### config.mk
export PLATFORM = sky130hd
export DESIGN_NAME = muldiv_unit
export DESIGN_NICKNAME = d
export VERILOG_FILES = /design/src/rtl/muldiv_pkg.sv /design/src/rtl/muldiv_unit.sv
export SDC_FILE = /design/constraint.sdc
export NUM_CORES = 1
export LEC_CHECK = 0
export BUFFER_PORTS_ARGS = -buffer_cell sky130_fd_sc_hd__clkbuf_2
export CAP_MARGIN = 20
export CELL_PAD_IN_SITES_DETAIL_PLACEMENT = 0
export CELL_PAD_IN_SITES_GLOBAL_PLACEMENT = 1
export CORE_UTILIZATION = 51
export DETAILED_ROUTE_END_ITERATION = 8
export PLACE_DENSITY_LB_ADDON = 0.12
export SLEW_MARGIN = 0
export SYNTH_ARGS = -nofsm -noshare
export SYNTH_HDL_FRONTEND = slang
export SYNTH_SLANG_ARGS = --single-unit
### constraint.sdc
create_clock -name clk -period 10.3 [get_ports clk]
set_input_delay 2.06 -clock clk [delete_from_list [all_inputs] [get_ports clk]]
set_output_delay 2.06 -clock clk [all_outputs]
set_load 0.02 [all_outputs]
### src/rtl/muldiv_pkg.sv
// Shared types and op-decoding helpers for the iterative multiply/divide unit.
package muldiv_pkg;

  typedef enum logic [2:0] {
    OP_MUL    = 3'b000,
    OP_MULH   = 3'b001,
    OP_MULHSU = 3'b010,
    OP_MULHU  = 3'b011,
    OP_DIV    = 3'b100,
    OP_DIVU   = 3'b101,
    OP_REM    = 3'b110,
    OP_REMU   = 3'b111
  } md_op_t;

  typedef enum logic [1:0] {
    IDLE = 2'b00,
    CALC = 2'b01,
    FIX  = 2'b10,
    DONE = 2'b11
  } md_state_t;

  function automatic logic is_div(input md_op_t op);
    return op[2];
  endfunction

  function automatic logic is_rem(input md_op_t op);
    return op[2] & op[1];
  endfunction

  function automatic logic is_signed_a(input md_op_t op);
    return (op == OP_MUL) || (op == OP_MULH) || (op == OP_MULHSU) ||
           (op == OP_DIV) || (op == OP_REM);
  endfunction

  function automatic logic is_signed_b(input md_op_t op);
    return (op == OP_MUL) || (op == OP_MULH) || (op == OP_DIV) || (op == OP_REM);
  endfunction

endpackage

### src/rtl/muldiv_unit.sv
// Iterative RV32M-style multiply/divide: one bit per cycle over a shared 2*WIDTH register.
// state | meaning:  IDLE accept op | CALC shift-add / shift-subtract | FIX sign-correct | DONE hold result
module muldiv_unit
  import muldiv_pkg::*;
#(
  parameter int WIDTH = 32
) (
  input  logic             clk,
  input  logic             rst,
  input  logic             in_valid,
  output logic             in_ready,
  input  logic [2:0]       md_op,
  input  logic [WIDTH-1:0] a,
  input  logic [WIDTH-1:0] b,
  input  logic             kill,
  output logic             out_valid,
  input  logic             out_ready,
  output logic [WIDTH-1:0] result
);

  localparam int CW = $clog2(WIDTH + 1);

  md_state_t          r_state;
  md_op_t             r_op;
  logic               r_sign_a;
  logic               r_sign_b;
  logic               r_dbz;
  logic               r_ovf;
  logic [WIDTH-1:0]   r_mag_a;
  logic [WIDTH-1:0]   r_mag_b;
  logic [WIDTH-1:0]   r_a_raw;
  logic [2*WIDTH-1:0] r_acc;
  logic [CW-1:0]      r_cnt;
  logic               r_out_valid;
  logic [WIDTH-1:0]   r_result;

  md_op_t             w_op;
  logic               w_sa;
  logic               w_sb;
  logic [WIDTH-1:0]   w_mag_a;
  logic [WIDTH-1:0]   w_mag_b;
  logic [WIDTH-1:0]   w_min;
  logic               w_dbz;
  logic               w_ovf;
  logic [WIDTH:0]     w_mul_sum;
  logic [2*WIDTH-1:0] w_mul_next;
  logic [WIDTH:0]     w_div_trial;
  logic [WIDTH:0]     w_div_diff;
  logic               w_div_ok;
  logic [2*WIDTH-1:0] w_div_next;
  logic [2*WIDTH-1:0] w_prod_s;
  logic [WIDTH-1:0]   w_quo;
  logic [WIDTH-1:0]   w_rem;
  logic [WIDTH-1:0]   w_fix_result;

  assign w_op    = md_op_t'(md_op);
  assign w_min   = {1'b1, {(WIDTH-1){1'b0}}};
  assign w_sa    = is_signed_a(w_op) & a[WIDTH-1];
  assign w_sb    = is_signed_b(w_op) & b[WIDTH-1];
  assign w_mag_a = w_sa ? -a : a;
  assign w_mag_b = w_sb ? -b : b;
  assign w_dbz   = is_div(w_op) && (b == '0);
  assign w_ovf   = ((w_op == OP_DIV) || (w_op == OP_REM)) && (a == w_min) && (b == '1);

  // Multiply: accumulator high half gathers partial sums, low half holds the shifting multiplier.
  assign w_mul_sum  = {1'b0, r_acc[2*WIDTH-1:WIDTH]} + (r_acc[0] ? {1'b0, r_mag_a} : '0);
  assign w_mul_next = {w_mul_sum, r_acc[WIDTH-1:1]};

  // Divide: high half is the partial remainder, low half shifts dividend out and quotient in.
  assign w_div_trial = r_acc[2*WIDTH-1:WIDTH-1];
  assign w_div_diff  = w_div_trial - {1'b0, r_mag_b};
  assign w_div_ok    = ~w_div_diff[WIDTH];
  assign w_div_next  = {(w_div_ok ? w_div_diff[WIDTH-1:0] : w_div_trial[WIDTH-1:0]),
                        r_acc[WIDTH-2:0], w_div_ok};

  assign w_prod_s = (r_sign_a ^ r_sign_b) ? -r_acc : r_acc;
  assign w_quo    = r_acc[WIDTH-1:0];
  assign w_rem    = r_acc[2*WIDTH-1:WIDTH];

  always_comb begin
    w_fix_result = '0;
    if (r_dbz) begin
      w_fix_result = is_rem(r_op) ? r_a_raw : '1;
    end else if (r_ovf) begin
      w_fix_result = is_rem(r_op) ? '0 : w_min;
    end else begin
      case (r_op)
        OP_MUL:                      w_fix_result = w_prod_s[WIDTH-1:0];
        OP_MULH, OP_MULHSU, OP_MULHU: w_fix_result = w_prod_s[2*WIDTH-1:WIDTH];
        OP_DIV, OP_DIVU:             w_fix_result = (r_sign_a ^ r_sign_b) ? -w_quo : w_quo;
        OP_REM, OP_REMU:             w_fix_result = r_sign_a ? -w_rem : w_rem;
        default:                     w_fix_result = '0;
      endcase
    end
  end

  always_ff @(posedge clk or posedge rst) begin
    if (rst) begin
      r_state     <= IDLE;
      r_op        <= OP_MUL;
      r_sign_a    <= 1'b0;
      r_sign_b    <= 1'b0;
      r_dbz       <= 1'b0;
      r_ovf       <= 1'b0;
      r_mag_a     <= '0;
      r_mag_b     <= '0;
      r_a_raw     <= '0;
      r_acc       <= '0;
      r_cnt       <= '0;
      r_out_valid <= 1'b0;
      r_result    <= '0;
    end else if (kill) begin
      r_state     <= IDLE;
      r_out_valid <= 1'b0;
    end else begin
      case (r_state)
        IDLE: begin
          if (in_valid) begin
            r_op     <= w_op;
            r_sign_a <= w_sa;
            r_sign_b <= w_sb;
            r_mag_a  <= w_mag_a;
            r_mag_b  <= w_mag_b;
            r_a_raw  <= a;
            r_dbz    <= w_dbz;
            r_ovf    <= w_ovf;
            r_cnt    <= CW'(WIDTH);
            r_acc    <= is_div(w_op) ? {{WIDTH{1'b0}}, w_mag_a} : {{WIDTH{1'b0}}, w_mag_b};
            r_state  <= (w_dbz || w_ovf) ? FIX : CALC;
          end
        end
        CALC: begin
          r_acc <= is_div(r_op) ? w_div_next : w_mul_next;
          r_cnt <= r_cnt - 1'b1;
          if (r_cnt == CW'(1)) begin
            r_state <= FIX;
          end
        end
        FIX: begin
          r_result    <= w_fix_result;
          r_out_valid <= 1'b1;
          r_state     <= DONE;
        end
        DONE: begin
          if (out_ready) begin
            r_out_valid <= 1'b0;
            r_state     <= IDLE;
          end
        end
        default: r_state <= IDLE;
      endcase
    end
  end

  assign in_ready  = (r_state == IDLE);
  assign out_valid = r_out_valid;
  assign result    = r_result;

endmodule

==> results.tsv, run 1 <==
metric	value	unit
hold_buf cts	0	
Setup violations, final	0	
final hold vios	0	
commonest non-fill, non-tap cell in the layout	o21ai_0	
num ports	106	
Crit path largest cell delay	0.78	ns
GRT Util Overall	0.388	
Avg Inst Size Synth	7.96	um^2
CTS tree	yes	
Pleak	8.10	nW
Yosys cell types	76	
ANT cells	0	
Detail Route Antenna Nets	0	
Area Growth Syn to Fin	9.26	%
layout cells sized above 1	0.121	
Worst path slowest cell	nor4b_2	
worst path required time	10.68	ns
pwr dens	349	nW/um^2
CP Max Fanout	7	
Core Box Area	32700	um^2
CTS Buf Count	24	
crit path DAT	5.08	ns
DR WL/cell	25.3	um
Die Wd	185	um
routed vias	16900	
sequential-to-total area share from yosys stat	0.305	
commonest non-fill, non-tap cells in the layout	o21ai_0 (238), nand2_1 (234), dfrtp_1 (206)	
postcts setup bufs	0	
Synthesized Nets	2283	
Setup CP Type	in -> reg	
FFs w/ async S/R, synth	1.00	
DR iter-0 viols	1546	
#FFs+latches synth	207	
Clock Skew	0.0165	ns
First-pass DRT Iterations	5	
clock-pin slew on the worst setup and hold paths	0.06	ns
Crit path top cell by count	o21ai_0	
Min Hold Slack	0.474	ns
antenna violations before repair	2	
CTS H-Tree Depth	1	
Max Freq	213	MHz
Sink Count	207	
post-CTS sizing	0	
Rows	66	
Initial Util	0.520	
nets@finish	2289	
vias in the first global route	15400	
Critical Path Sink Type	register	
CP Cell Sequence	clkbuf_2 > or4_1 > or4_1 > nor4b_2 > nand2_1 > o21ai_0 > xor2_1 > mux2i_1 > o21ai_0 > o21ai_0	
Ys Warns	0	
VDD IR max	0.000252	V
Die Y	185	um
max-slew violations	0	
Post-Syn Area	17000	um^2
WHS Path Cells	2	
Max Buffers Root-to-Sink	3	
port buffer count	105	
first-pass GRT wire length	97.9	mm
post-layout min period	4.70	ns
Main synth FF type	dfrtp_1	
worst r2r path cells	12	
GPL Wtd Cong	1.02	
DRC	0	
vias per cell	6.49	
status	finished, final reports clean	
GRT Residual Overflow	0	
setup TNS	0	ns
Post-synth EDFFs	0	
final WL	65.9	mm
maxcap violations	0	
slew margin rel.	0.304	
Clk Latency, worst-skew pair	0.53	ns
Mapped Cells	2134	
post-route clock period utilization	0.456	
Die Area	34100	um^2
RSZ-0062 raised after global routing	no	
worst-margin pin slew	1.04	ns
Clock Tree Root	clkbuf_16	
largest net degree at the start of global routing	120	
Hold Crit Class	reg -> reg	
Worst setup SP type	primary input	
dpl hpwl	50.8	mm
-- flip-flops by register name, summed over array words and instances (netlist names) --
| signal | cells |
|---|---|
| r_mag_b | 32 |
| result | 32 |
| r_state | 2 |
| r_sign_b | 1 |
| r_dbz | 1 |
| r_ovf | 1 |
| r_a_raw | 31 |
| r_acc | 64 |
| r_sign_a | 1 |
| out_valid | 1 |
| r_cnt | 6 |
| r_mag_a | 32 |
| r_op | 3 |
-- critical path, delay by kind of cell --
family,cells,cell delay (ns)
and+or+nand+nor,4,2.03
AOI/OAI and AO/OA,3,0.55
buffers and inverters,1,0.14
muxes,1,0.09
xor gates and xnor gates,1,0.20
-- report_power, final --
part / internal (mW) / switching, mW / leakage [nW]
clock: 0.566 / 0.359 / 0.404
sequential: 1.17 / 0.573 / 2.59
combinational: 1.39 / 2.43 / 5.10
total: 3.13 / 3.36 / 8.10
-- kinds of logic after synthesis --
family,Yosys count,synth area share
AO/OA/AOI/OAI,696,0.250
XOR/XNOR,194,0.100
adder cells (fa/ha/maj),77,0.0576
buffers and inverters,217,0.0484
flip-flops,207,0.305
multiplexers,81,0.0521
AND/OR/NAND/NOR,662,0.187
-- through the flow --
| stage | worst slack [ns] | area (um^2) | utilization | cells | power [mW] |
|---|---|---|---|---|---|
| 4_1_cts | 5.79 | 18600 | 0.568 | 2599 | 6.38 |
| 3_5_place_dp | 5.23 | 17700 | 0.542 | 2555 | 5.44 |
| 3_3_place_gp | 5.24 | 17700 | 0.542 | 2555 | 5.40 |
| 6_report | 5.60 | 18600 | 0.568 | 2600 | 6.49 |
| 5_1_grt | 5.45 | 18600 | 0.568 | 2600 | 6.88 |
| 2_1_floorplan | 2.59 | 17000 | - | 2134 | 4.17 |
-- per-layer routing --
| layer | vias up | track usage | wire, um |
|---|---|---|---|
| met2 | 788 | 0.593 | 28500 |
| met3 | 148 | 0.0962 | 6540 |
| met4 | 2 | 0.147 | 2790 |
| met5 | - | 0 | 13 |
| met1 | 8218 | 0.526 | 28100 |
| li1 | 7727 | - | - |
-- cell type report --
| type | instances | area [um^2] |
|---|---|---|
| inverters | 67 | 259 |
| fillers | 3179 | 14100 |
| well taps | 442 | 553 |
| repair buffers | 130 | 713 |
| clock buffers | 33 | 686 |
| multi-input cells | 1710 | 11000 |
| flip-flops and latches | 207 | 5180 |
| clock inverters | 11 | 165 |
-- worst paths after layout --
| check | from | end | slack [ns] |
|---|---|---|---|
| setup / recovery | a[6] | r_acc[29] | 5.60 |
| hold / removal | r_mag_a[2] | r_mag_a[2] | 0.47 |
| setup reg to reg | r_acc[31] | r_acc[57] | 5.72 |
| hold reg to reg | r_mag_a[2] | r_mag_a[2] | 0.47 |
| max in group asynchronous | rst | result[19] | 7.30 |
| min in group asynchronous | rst | r_mag_b[17] | 1.62 |
-- synth_stat cells (all sizes together) (5+ instances only) --
library cell	number	area share
o21ai	241	0.071
nand2	234	0.052
dfrtp	207	0.30
a21oi	192	0.057
nor2	159	0.035
clkbuf	133	0.029
xnor2	103	0.053
xor2	91	0.047
ha	75	0.055
inv	67	0.015
mux2	59	0.039
o211ai	44	0.019
and2	41	0.015
nor3	39	0.012
nand3	35	0.010
a21o	26	0.011
nand4	26	0.0096
a31oi	25	0.0092
mux2i	22	0.013
a211oi	21	0.0093
nor4	21	0.0081
or3	21	0.0077
buf	17	0.0042
o221ai	16	0.0082
nand2b	15	0.0055
o31ai	15	0.0066
or4	14	0.0068
and3	13	0.0048
a221oi	12	0.0062
a22oi	12	0.0053
or2	11	0.0040
o41ai	9	0.0046
nand3b	8	0.0035
nor2b	8	0.0029
a222oi	7	0.0041
o2111ai	7	0.0036
o21a	7	0.0031
o22ai	7	0.0026
a221o	6	0.0035
o21bai	6	0.0027
o22a	5	0.0026
(Power assumes the default switching activity.)
==> inputs of run 2 (changes only) <==
--- a/config.mk
+++ b/config.mk
@@ -5,11 +5,12 @@
 export SDC_FILE = /design/constraint.sdc
 export NUM_CORES = 1
 export LEC_CHECK = 0
+export ABC_AREA = 1
 export BUFFER_PORTS_ARGS = -buffer_cell sky130_fd_sc_hd__clkbuf_2
 export CAP_MARGIN = 20
 export CELL_PAD_IN_SITES_DETAIL_PLACEMENT = 0
 export CELL_PAD_IN_SITES_GLOBAL_PLACEMENT = 1
-export CORE_UTILIZATION = 51
+export CORE_UTILIZATION = 40
 export DETAILED_ROUTE_END_ITERATION = 8
 export PLACE_DENSITY_LB_ADDON = 0.12
 export SLEW_MARGIN = 0
==> constraint.sdc (replaced) <==
create_clock -name clk -period 4.2 [get_ports clk]
set_input_delay 0.84 -clock clk [delete_from_list [all_inputs] [get_ports clk]]
set_output_delay 0.84 -clock clk [all_outputs]
set_load 0.02 [all_outputs]
==> results.tsv, run 2 <==
metric	value	unit
status	finished, final reports clean	
Max Freq	293	MHz
Largest Register	r_acc	
Main synth FF type	dfrtp_1	
Largest register FFs	64	
vias in the first global route	21700	
routed vias	23800	
Clock Tree Root	clkbuf_16	
Yosys cell types	56	
RSZ-0062 raised after global routing	no	
#FFs+latches synth	207	
PnR Total Power	21.0	mW
met3 wire length	8.80	mm
sequential-to-total area share from yosys stat	0.253	
final WL	96.3	mm
Area Growth Syn to Fin	9.45	%
Hold Crit Class	in -> async	
wire length on met1	44.0	mm
top cells by count, synth	nand2_1 (995), nor2_1 (505), inv_1 (382), nand3_1 (343), o21ai_0 (212)	
layout cells sized above 1	0.0846	
vias per cell	5.70	
post-route clock period utilization	0.812	
count leader, synth	nand2_1	
nets@finish	3631	
GRT Util Overall	0.363	
Setup CP Type	reg -> reg	
Synth top area share	0.253	
CP Max Fanout	32	
First-pass DRT Iterations	6	
postcts setup bufs	0	
worst-margin pin slew	1.05	ns
flop-to-flop setup slack	0.79	ns
cell taking the most area after synthesis	dfrtp_1	
Sink Count	207	
crit path DAT	3.85	ns
Finished Layout Cells	4174	
CTS tree	yes	
Pleak	11.3	nW
port buffer count	105	
Final WS setup	0.789	ns
top cells by area, synth	dfrtp_1 (25%), nand2_1 (18%), nor2_1 (9.3%)	
hold_buf cts	0	
post-layout min period	3.41	ns
clock-pin slew on the worst setup and hold paths	0.06	ns
setup TNS	0	ns
antenna violations before repair	1	
Max Buffers Root-to-Sink	3	
DP Cell Count	4125	
Worst setup SP type	register	
GRT Residual Overflow	0	
commonest non-fill, non-tap cell in the layout	nand2_1	
maxcap violations	0	
Synthesized Nets	3590	
Clk Latency, worst-skew pair	0.56	ns
DR iter-0 viols	2668	
DR WL/cell	23.1	um
VDD IR max	0.000503	V
Clock Skew	0.0127	ns
post-CTS sizing	0	
GPL Wtd Cong	1.01	
largest net degree at the start of global routing	92	
first-pass GRT wire length	142	mm
dpl hpwl	77.4	mm
Die Y	228	um
Place WS	0.813	ns
Detail Route Antenna Nets	0	
final hold vios	0	
max-slew violations	0	
Die Area	52100	um^2
Core Box Area	50400	um^2
WL met2	39.0	mm
commonest non-fill, non-tap cells in the layout	nand2_1 (994), nor2_1 (502), inv_1 (380)	
Post-synth EDFFs	0	
slew margin rel.	0.298	
FFs w/ async S/R, synth	1.00	
CTS Buf Count	27	
final core utilization	0.445	
Post-Syn Area	20500	um^2
Rows	82	
Setup violations, final	0	
highest metal used	met4	
pwr dens	936	nW/um^2
Min Hold Slack	0.322	ns
Initial Util	0.407	
worst path required time	4.64	ns
CTS H-Tree Depth	1	
placed cell areas	21500	um^2
num ports	106	
Critical Path Sink Type	register	
Mapped Cells	3441	
Final Cell Area	22400	um^2
Die Wd	228	um
Ys Warns	0	
DRC	0	
Avg Inst Size Synth	5.95	um^2
## run 2: changes by cell type after synthesis, moves of 29 or more
cell,delta
nor2_1,+346
buf_2,+33
inv_1,+316
clkbuf_1,-66
xnor2_1,-92
nand3_1,+308
nand2_1,+761
nand2_2,+29
and2_1,-40
mux2_2,-59
## run 2: logic make-up after synthesis
group	share of synthesized area
flops	0.253
fa+ha+maj	0.0478
buf+inv	0.104
xor+xnor	0.0329
compound gates	0.142
simple gates	0.420
## run 2: where the power goes
part	internal, mW	switching (mW)	total, mW	leakage (nW)
clock network	1.47	0.957	2.43	0.434
registers	2.92	1.51	4.43	2.52
logic	4.13	9.99	14.1	8.30
## run 2: final cells by class
cell class,instances,area (um^2)
Antenna cell,2,5.00
Clock buffer,36,739
Inverter,397,1500
Tap cell,672,841
Timing Repair Buffer,137,803
Fill cell,5591,28000
Clock inverter,11,166
Sequential cell,207,5180
Multi-Input combinational cell,2712,13200
## run 2: critical path, cell delays in order (launching register included)
cell     delay [ns]
dfrtp_1        0.63
inv_1          0.22
ha_1           0.30
fa_1           0.42
inv_1          0.07
nand3_1        0.07
nand2_2        0.12
nand3_2        0.07
nand2_2        0.12
nand2_2        0.07
nand2_4        0.10
nand2_2        0.08
nand2_2        0.08
nand2_2        0.06
nand2_4        0.33
nand3_1        0.24
nand3_1        0.19
o21ai_1        0.07
## run 2: path summary, 6_finish.rpt
check                      cells past startpoint           to        start
max                                           17    r_acc[43]    r_acc[31]
min                                            2  r_a_raw[13]          rst
max reg2reg                                   17    r_acc[43]    r_acc[31]
min reg2reg                                    2  r_a_raw[15]  r_a_raw[15]
max in group asynchronous                      3    r_acc[63]          rst
min in group clk                               2  r_a_raw[15]  r_a_raw[15]
## run 2: layer usage
| layer | global-route usage | up-vias |
|---|---|---|
| li1 | - | 11200 |
| met1 | 0.530 | 11200 |
| met2 | 0.520 | 1165 |
| met3 | 0.0636 | 200 |
| met4 | 0.155 | 0 |
| met5 | 0 | - |
